**src/rtl/phase_array_if.sv**
```systemverilog
// phase_array_if: command byte stream in and response byte stream out of the phased-array controller.
interface phase_array_if;
    logic [7:0] rx_data;
    logic       rx_valid;
    logic       rx_ready;
    logic [7:0] resp_data;
    logic       resp_valid;
    logic       resp_ready;
    modport master (output rx_data, rx_valid, resp_ready, input rx_ready, resp_data, resp_valid);
    modport slave (input rx_data, rx_valid, resp_ready, output rx_ready, resp_data, resp_valid);
endinterface

```
**src/rtl/phase_array_ctrl.sv**
```systemverilog
// phase_array_ctrl: shared-period square-wave drives with per-channel phase/enable,
// programmed through a 4-byte command decoder into shadow registers applied at a period wrap.
module phase_array_ctrl #(
    parameter int CHANNELS    = 16,
    parameter int PERIOD      = 1250,
    parameter int PHASE_WIDTH = 11,
    parameter int RESET_STEP  = 10
) (
    input  logic                clk,
    input  logic                rst,
    phase_array_if.slave        bus,
    output logic [CHANNELS-1:0] tx,
    output logic                sync_out,
    output logic                commit_pending
);
    localparam int CW = CHANNELS > 1 ? $clog2(CHANNELS) : 1;
    localparam logic [PHASE_WIDTH:0] P_EXT = PERIOD;
    localparam logic [PHASE_WIDTH:0] HALF = PERIOD / 2;
    typedef enum logic [2:0] {IDLE, HAVE_OP, HAVE_CH, HAVE_HI, EXEC} state_t;
    state_t                 state;
    logic [PHASE_WIDTH-1:0] cnt;
    logic [PHASE_WIDTH-1:0] off_sh  [CHANNELS];
    logic [PHASE_WIDTH-1:0] off_act [CHANNELS];
    logic [CHANNELS-1:0]    en_sh, en_act, drive;
    logic [6:0]             op, chan, hi, lo;
    logic [13:0]            value;
    logic                   wrap, take, done, chan_ok, value_ok;

    function automatic logic [PHASE_WIDTH-1:0] def_off(input int i);
        return PHASE_WIDTH'((i * RESET_STEP) % PERIOD);
    endfunction

    assign value    = {hi, lo};
    assign wrap     = cnt == PHASE_WIDTH'(PERIOD - 1);
    assign take     = bus.rx_valid && bus.rx_ready;
    assign done     = take && state == HAVE_HI && !bus.rx_data[7];
    assign chan_ok  = int'(chan) < CHANNELS;
    assign value_ok = int'(value) < PERIOD;

    // Phase difference wraps into 0..PERIOD-1; first half of the period drives high.
    for (genvar i = 0; i < CHANNELS; i++) begin : g_ch
        logic [PHASE_WIDTH:0] d;
        assign d = {1'b0, cnt} - {1'b0, off_act[i]};
        assign drive[i] = en_act[i] && ((d[PHASE_WIDTH] ? d + P_EXT : d) < HALF);
    end

    always_ff @(posedge clk or negedge rst)
        if (!rst) begin
            cnt      <= '0;
            tx       <= '0;
            sync_out <= 1'b0;
        end else begin
            cnt      <= wrap ? '0 : cnt + 1'b1;
            tx       <= drive;
            sync_out <= cnt == '0;
        end

    always_ff @(posedge clk or negedge rst)
        if (!rst) begin
            for (int i = 0; i < CHANNELS; i++) off_act[i] <= def_off(i);
            en_act <= '1;
        end else if (wrap && commit_pending) begin
            off_act <= off_sh;
            en_act  <= en_sh;
        end

    always_ff @(posedge clk or negedge rst)
        if (!rst) begin
            state          <= IDLE;
            op             <= '0;
            chan           <= '0;
            hi             <= '0;
            lo             <= '0;
            bus.rx_ready   <= 1'b0;
            bus.resp_valid <= 1'b0;
            bus.resp_data  <= '0;
            commit_pending <= 1'b0;
            en_sh          <= '1;
            for (int i = 0; i < CHANNELS; i++) off_sh[i] <= def_off(i);
        end else begin
            bus.rx_ready <= !(state == EXEC || done || (bus.resp_valid && !bus.resp_ready));
            if (bus.resp_valid && bus.resp_ready) bus.resp_valid <= 1'b0;
            // A COMMIT executing on the apply cycle re-arms after the copy.
            if (wrap && commit_pending) commit_pending <= 1'b0;
            if (state == EXEC) begin
                state          <= IDLE;
                bus.resp_valid <= 1'b1;
                bus.resp_data  <= {1'b1, op};
                case (op)
                    7'd0: if (chan_ok && value_ok) off_sh[chan[CW-1:0]] <= value[PHASE_WIDTH-1:0];
                          else bus.resp_data <= 8'hff;
                    7'd1: if (chan_ok) en_sh[chan[CW-1:0]] <= lo[0];
                          else bus.resp_data <= 8'hff;
                    7'd2: commit_pending <= 1'b1;
                    7'd3: en_sh <= {CHANNELS{lo[0]}};
                    7'd4: begin
                        en_sh <= '1;
                        for (int i = 0; i < CHANNELS; i++) off_sh[i] <= def_off(i);
                    end
                    default: bus.resp_data <= 8'hff;
                endcase
            end else if (take) begin
                if (bus.rx_data[7]) begin
                    op    <= bus.rx_data[6:0];
                    state <= HAVE_OP;
                end else begin
                    case (state)
                        HAVE_OP: begin chan <= bus.rx_data[6:0]; state <= HAVE_CH; end
                        HAVE_CH: begin hi <= bus.rx_data[6:0]; state <= HAVE_HI; end
                        HAVE_HI: begin lo <= bus.rx_data[6:0]; state <= EXEC; end
                        default: state <= IDLE;
                    endcase
                end
            end
        end
endmodule

```
**src/flat_wrapper.sv**
```systemverilog
// flat-port wrapper written by rule: the top's interface ports become plain ports
module phase_array_ctrl_flat 
#(
    parameter int CHANNELS    = 16,
    parameter int PERIOD      = 1250,
    parameter int PHASE_WIDTH = 11,
    parameter int RESET_STEP  = 10
)
  (clk, rst, tx, sync_out, commit_pending, bus_rx_data, bus_rx_valid, bus_resp_ready, bus_rx_ready, bus_resp_data, bus_resp_valid);
  phase_array_if bus_i ();
  input  logic clk;
  input  logic rst;
  output logic [CHANNELS-1:0] tx;
  output logic sync_out;
  output logic commit_pending;
  input wire logic [$bits(bus_i.rx_data)-1:0] bus_rx_data;
  input wire logic [$bits(bus_i.rx_valid)-1:0] bus_rx_valid;
  input wire logic [$bits(bus_i.resp_ready)-1:0] bus_resp_ready;
  output wire logic [$bits(bus_i.rx_ready)-1:0] bus_rx_ready;
  output wire logic [$bits(bus_i.resp_data)-1:0] bus_resp_data;
  output wire logic [$bits(bus_i.resp_valid)-1:0] bus_resp_valid;
  assign bus_i.rx_data = bus_rx_data;
  assign bus_i.rx_valid = bus_rx_valid;
  assign bus_i.resp_ready = bus_resp_ready;
  assign bus_rx_ready = bus_i.rx_ready;
  assign bus_resp_data = bus_i.resp_data;
  assign bus_resp_valid = bus_i.resp_valid;
  phase_array_ctrl #(.CHANNELS(CHANNELS), .PERIOD(PERIOD), .PHASE_WIDTH(PHASE_WIDTH), .RESET_STEP(RESET_STEP)) u_core (.clk(clk), .rst(rst), .bus(bus_i), .tx(tx), .sync_out(sync_out), .commit_pending(commit_pending));
endmodule
```
**config.mk**
```make
export PLATFORM = sky130hd
export DESIGN_NAME = phase_array_ctrl_flat
export DESIGN_NICKNAME = d
export VERILOG_FILES = /design/src/rtl/phase_array_if.sv /design/src/rtl/phase_array_ctrl.sv /design/src/flat_wrapper.sv
export SDC_FILE = /design/constraint.sdc
export NUM_CORES = 1
export LEC_CHECK = 0
export BUFFER_PORTS_ARGS = -buffer_cell sky130_fd_sc_hd__buf_2
export CAP_MARGIN = 20
export CORE_MARGIN = 1.5
export CORE_UTILIZATION = 25
export CTS_CLUSTER_DIAMETER = 200
export DETAILED_ROUTE_END_ITERATION = 8
export GPL_TIMING_DRIVEN = 0
export PLACE_DENSITY = 0.45
export SYNTH_ARGS = -nofsm -noshare
export SYNTH_HDL_FRONTEND = slang
export SYNTH_SLANG_ARGS = --single-unit
export TNS_END_PERCENT = 1
```
**constraint.sdc**
```tcl
create_clock -name clk -period 5.6 [get_ports clk]
set_input_delay 0.56 -clock clk [delete_from_list [all_inputs] [get_ports clk]]
set_output_delay 0.56 -clock clk [all_outputs]
set_load 0.01 [all_outputs]
```
After elaboration in Yosys (flattened, before gate mapping)
Cells that the tools add are included.
Word-level totals
  bits in registers: 454
  input bits: 12
  output and inout port bits: 28
Cells by class
  add/sub/neg operators: 33
  $lt $le $gt $ge: 22
  equal/unequal tests: 11
  mux-type cells: 39
  bitwise logic cells: 3
  reduce and logical (&&, ||, !) cells: 43
Operators with widths (number)
  case mux 176 bit (2 select lines): 1
  adder 12 x 11 -> 12 bit (second input constant): 16
  < comparator 12 x 10 -> 1 bit (second input constant): 16
  2-to-1 mux 12 bit: 16
  subtractor 11 x 11 -> 12 bit: 16
  bitwise mux 176 bit: 1
  2-to-1 mux 176 bit: 1
  case mux 16 bit (3 select lines): 1
  demux 11 bit (select 4 bit): 1
  logical AND 1 bit: 25
  case mux 8 bit (3 select lines): 1
  2-to-1 mux 11 bit: 2
  bitwise mux 16 bit: 1
  2-to-1 mux 16 bit: 1
  == test 7 x 2 -> 1 bit (second input constant): 2
  < comparator 14 x 11 -> 1 bit (second input constant): 1
  2-to-1 mux 7 bit: 2
  AND reduction 4 bit: 3
  adder 11 x 1 -> 11 bit (second input constant): 1
  == test 11 bit (second input constant): 1
  logical NOT 11 bit: 1
  2-to-1 mux 3 bit: 3
  case mux 3 bit (3 select lines): 1
  AND reduction 3 bit: 3
  21 further kinds: 34

Longest topological paths before layout
  depth in word-level cells: 8
  mapped depth: 14
  gate-level depth less buffers: 14

Worst setup path before layout
Ideal clock, no wire load.
  path kind: flip-flop to flip-flop
  start: register u_core.cnt[1]
  end: register u_core.tx[4]
  library setup time: 0.095 ns
  data arrival time: 3.626 ns
  required time: 5.505 ns
  slack: 1.879 ns
  stages on the path, launching flop included: 11
  cells stage by stage: dfrtp_1 > ha_1 > nor2b_1 > o311a_1 > o31ai_2 > a32oi_1 > or4_1 > a21o_1 > a211oi_2 > nor3_1 > nor4b_2
On the way
  cells in the longest elaborated chain, start to end: 5
Ends and longest elaborated chain
  from (decl): line phase_array_ctrl.sv:21  | logic [PHASE_WIDTH-1:0] cnt;
  from (signal assigned): line phase_array_ctrl.sv:53  | cnt <= wrap ? '0 : cnt + 1'b1;
  subtractor 11 x 11 -> 12 bit (*): line phase_array_ctrl.sv:43  | assign d = {1'b0, cnt} - {1'b0, off_act[i]};
  adder 12 x 11 -> 12 bit: line phase_array_ctrl.sv:44  | assign drive[i] = en_act[i] && ((d[PHASE_WIDTH] ? d + P_EXT : d) < HALF);
  2-to-1 mux 12 bit (*): line phase_array_ctrl.sv:44
  < comparator 12 x 10 -> 1 bit (*): line phase_array_ctrl.sv:44
  logical AND 1 bit (*): line phase_array_ctrl.sv:44
  net u_core.drive[4]: line phase_array_ctrl.sv:24  | logic [CHANNELS-1:0] en_sh, en_act, drive;
  to (signal assigned): line phase_array_ctrl.sv:54  | tx <= drive;
  to (decl): line phase_array_ctrl.sv:12  | output logic [CHANNELS-1:0] tx,
Mark *: on every way through the listed nets, which the timed path passes. The rest lies on a longest branch.
A chain may end at the register's enable or synchronous reset.

Final worst setup path
  start: register u_core.state[0]
  end: register u_core.off_sh[68] (netlist bit)
On the way
  cells in the longest elaborated chain, start to end: 2
Ends and longest elaborated chain
  from (decl): line phase_array_ctrl.sv:20  | state_t state;
  from (signal assigned): line phase_array_ctrl.sv:69  | state <= IDLE;
  from (signal assigned): line phase_array_ctrl.sv:86  | state <= IDLE;
  from (signal assigned): line phase_array_ctrl.sv:105  | state <= HAVE_OP;
  == test 3 bit: line phase_array_ctrl.sv:85  | if (state == EXEC) begin
  AND reduction 3 bit (no source line)
  to (signal, indexed assignment): line phase_array_ctrl.sv:90  | 7'd0: if (chan_ok && value_ok) off_sh[chan[CW-1:0]] <= value[PHASE_WIDTH-1:0];
  to (decl): line phase_array_ctrl.sv:22  | logic [PHASE_WIDTH-1:0] off_sh [CHANNELS];
Every way passes these cells.

==> flow_summary.json <==
{
  "stdcell_count": 4866,
  "path_cells": "clkbuf_1 > nor3b_1 > o21ai_1 > nor4_1 > buf_2 > clkbuf_1 > nand2_1 > o21ai_0",
  "crit_top_cell": "clkbuf_1",
  "worst_setup_path_start_kind": "register",
  "switchingPower_uw": 2210,
  "final_antenna_net_count": 0,
  "finalCoreUtilization": 0.291,
  "synth_nets": 3383,
  "powerDensity_nw_per_um2": 243,
  "area_delta_synth_final_pct": 15.8,
  "cap_violations": 0,
  "grt.overflow.total": 0,
  "synth_cells": 3160,
  "worstMarginPinSlew_ps": 1190,
  "htree_levels": 2,
  "initialDrtViolationCount": 1693,
  "p_leak_uw": 0.0145,
  "dpl_cell_area_sq_um": 32200,
  "finClkSkew_ps": 24.3,
  "rsz0062_at_grt": "false",
  "tritoncts_num_sinks": 454,
  "combinationalPowerShare": 0.091,
  "clockPowerShare": 0.480,
  "drv_slew": 0,
  "groute.usage.overall": 0.150,
  "vias": 23790,
  "async_flop_share": 1.00,
  "drc": 0,
  "wl_met3_um": 3970,
  "die_area_sq_um": 120000,
  "p_int_uw": 6110,
  "drt-total-wl_um": 91400,
  "place_inst": 4758,
  "setup_ws_ps": 1500,
  "end_kind": "register",
  "slew_headroom": 0.206,
  "io_pins": 40,
  "first_pass_iters": 5,
  "chipWidth_um": 347,
  "fmax_mhz": 244,
  "p_sw_frac": 0.265,
  "synth_seq_cells": 454,
  "path_clk_slew_ps": 60,
  "wirelength_met1_um": 45500,
  "clockBufferDepth": 3,
  "cts_buffers": 54,
  "yosysWarnings": 0,
  "grt_pass1_wl_um": 141000,
  "met2_wirelength_um": 40200,
  "cpMaxStageDelayCell": "nand2_1",
  "portBuffers": 39,
  "top_layer_used": "met5",
  "syn_avg_cell_area_sq_um": 9.37,
  "cts_resized": 0,
  "hold_class": "in -> reg",
  "wl_per_cell_um": 18.8,
  "pre_cts_ws_ps": 1520,
  "start_util": 0.251,
  "final_nets": 3503,
  "cts_tree": "done",
  "max_stage_delay_ps": 730,
  "critPathRequiredTime_ps": 6100,
  "dp.final_hpwl_um": 66900,
  "synth_flop_cell": "dfrtp_1",
  "gp_congestion": 0.844,
  "yosys.area.top_type_share": 0.277,
  "clk_latency_ps": 610,
  "synth_area_leaders": "dfrtp_1, dfstp_2, ha_1",
  "rows": 126,
  "cts_root_buf": "clkbuf_16",
  "antenna_found_initial": 9,
  "crit_arrival_ps": 4600,
  "hold_buffers": 1,
  "viasPerCell": 4.89,
  "drive_above_1_share": 0.177,
  "final.period_utilization": 0.733,
  "syn_area_sq_um": 29600,
  "synth.most_common_cell": "dfrtp_1",
  "cp_num_buf_inv": 3,
  "criticalPathCategory": "reg -> reg",
  "ys_seq_area_frac": 0.389,
  "synth_cell_types": 96,
  "path_delay_family": "simple AND/OR/NAND/NOR gates",
  "status": "complete, no violations",
  "synth_top_cell_by_area": "dfrtp_1",
  "seqPwrFrac": 0.429,
  "synth-edff-count": 0,
  "finalCriticalPeriod_ps": 4100,
  "stdcell_area_sq_um": 34300,
  "setup_viol": 0,
  "core_area_sq_um": 118000,
  "nFillCells": 12329,
  "ir_worst_vdd_mv": 0.231,
  "critPathMaxFanout": 10,
  "synthTopCellsByCount": "dfrtp_1, nand2_1, inv_1",
  "cts_setup_buffers": 0,
  "first_global_vias": 23154,
  "hold_viol_final": 0,
  "grt_max_degree": 101,
  "die_h_um": 347
}
path summary, 6_finish.rpt:
kind	cells after the start	endpoint	from	slack [ps]
hold reg to reg	1	u_core.bus.resp_data[7]	u_core.bus.resp_data[7]	470
max in group asynchronous	4	u_core.off_act[49]	rst	3760
setup / recovery	8	u_core.off_sh[68]	u_core.state[0]	1500
hold / removal	2	u_core.op[5]	bus_rx_data[5]	270
min in group asynchronous	2	u_core.tx[2]	rst	470
setup reg to reg	8	u_core.off_sh[68]	u_core.state[0]	1500
per-layer routing:
metal | GRT usage | vias to the layer above
met5 | 0 | -
met4 | 0.0343 | 4
met3 | 0.0238 | 94
met2 | 0.234 | 369
met1 | 0.216 | 11623
li1 | - | 11700
layout make-up:
class / count / area, sq um / share of cell area
Clock buffer: 73 / 1570 / 0.0459
Tap cell: 1536 / 1920 / 0.0561
Sequential cell: 454 / 11500 / 0.337
Antenna cell: 4 / 10.0 / 0.000292
Inverter: 239 / 897 / 0.0262
Clock inverter: 29 / 452 / 0.0132
Buffer: 70 / 269 / 0.00785
Timing Repair Buffer: 64 / 699 / 0.0204
Multi-Input combinational cell: 2397 / 16900 / 0.494
placed cells by master (no fill, tap or decap), types with 26 or more instances in the layout:
cell type	count
inv_1	238
a211oi_1	38
a21o_1	38
ha_1	195
a21oi_1	194
nor3_1	80
nor2b_1	46
clkbuf_1	67
buf_2	44
mux2_2	213
clkbuf_16	54
o211ai_1	26
dfstp_2	126
xnor2_1	90
dfrtp_1	318
nor2_1	233
nand2_1	287
o21a_1	44
nand3_1	71
xor2_1	64
o21ai_0	236
kinds of logic (layout without fill, tap and decap cells):
family | count (synthesis) | after routing | share of synthesized area
buf+inv | 309 | 475 | 0.0394
mux | 224 | 224 | 0.0848
simple gates | 956 | 956 | 0.159
compound gates | 852 | 852 | 0.189
flops | 454 | 454 | 0.389
xor+xnor | 154 | 154 | 0.0456
other cells | 0 | 4 | 0
fa+ha+maj | 211 | 211 | 0.0933
power by group through the flow:
stage / Combinational, uW / Clock [uW] / Sequential (uW)
floorplan: 434 / 0 / 3580
global placement: 740 / 0 / 3620
detailed placement: 753 / 0 / 3620
CTS: 757 / 4100 / 3570
global route: 836 / 4220 / 3590
finish: 758 / 3990 / 3570
state kept, by name, indices dropped and copies added (netlist names):
signal,flops
u_core.hi,7
u_core.chan,7
u_core.en_sh,16
u_core.commit_pending,1
u_core.cnt,11
u_core.tx,16
u_core.bus.rx_ready,1
u_core.off_act,176
u_core.op,7
u_core.bus.resp_valid,1
u_core.state,3
u_core.bus.resp_data,8
u_core.lo,7
u_core.en_act,16
u_core.off_sh,176
u_core.sync_out,1
per-stage QoR:
stage                     power, uW  TNS (ps)  hold WS, ps
final                          8320         0          269
after global routing           8640         0          252
after CTS                      8420         0          226
after detailed placement       4370         0          448
after global placement         4360  -2381950          453
after floorplan                4020         0          264
Note: power is estimated with default switching activity, not from simulation.
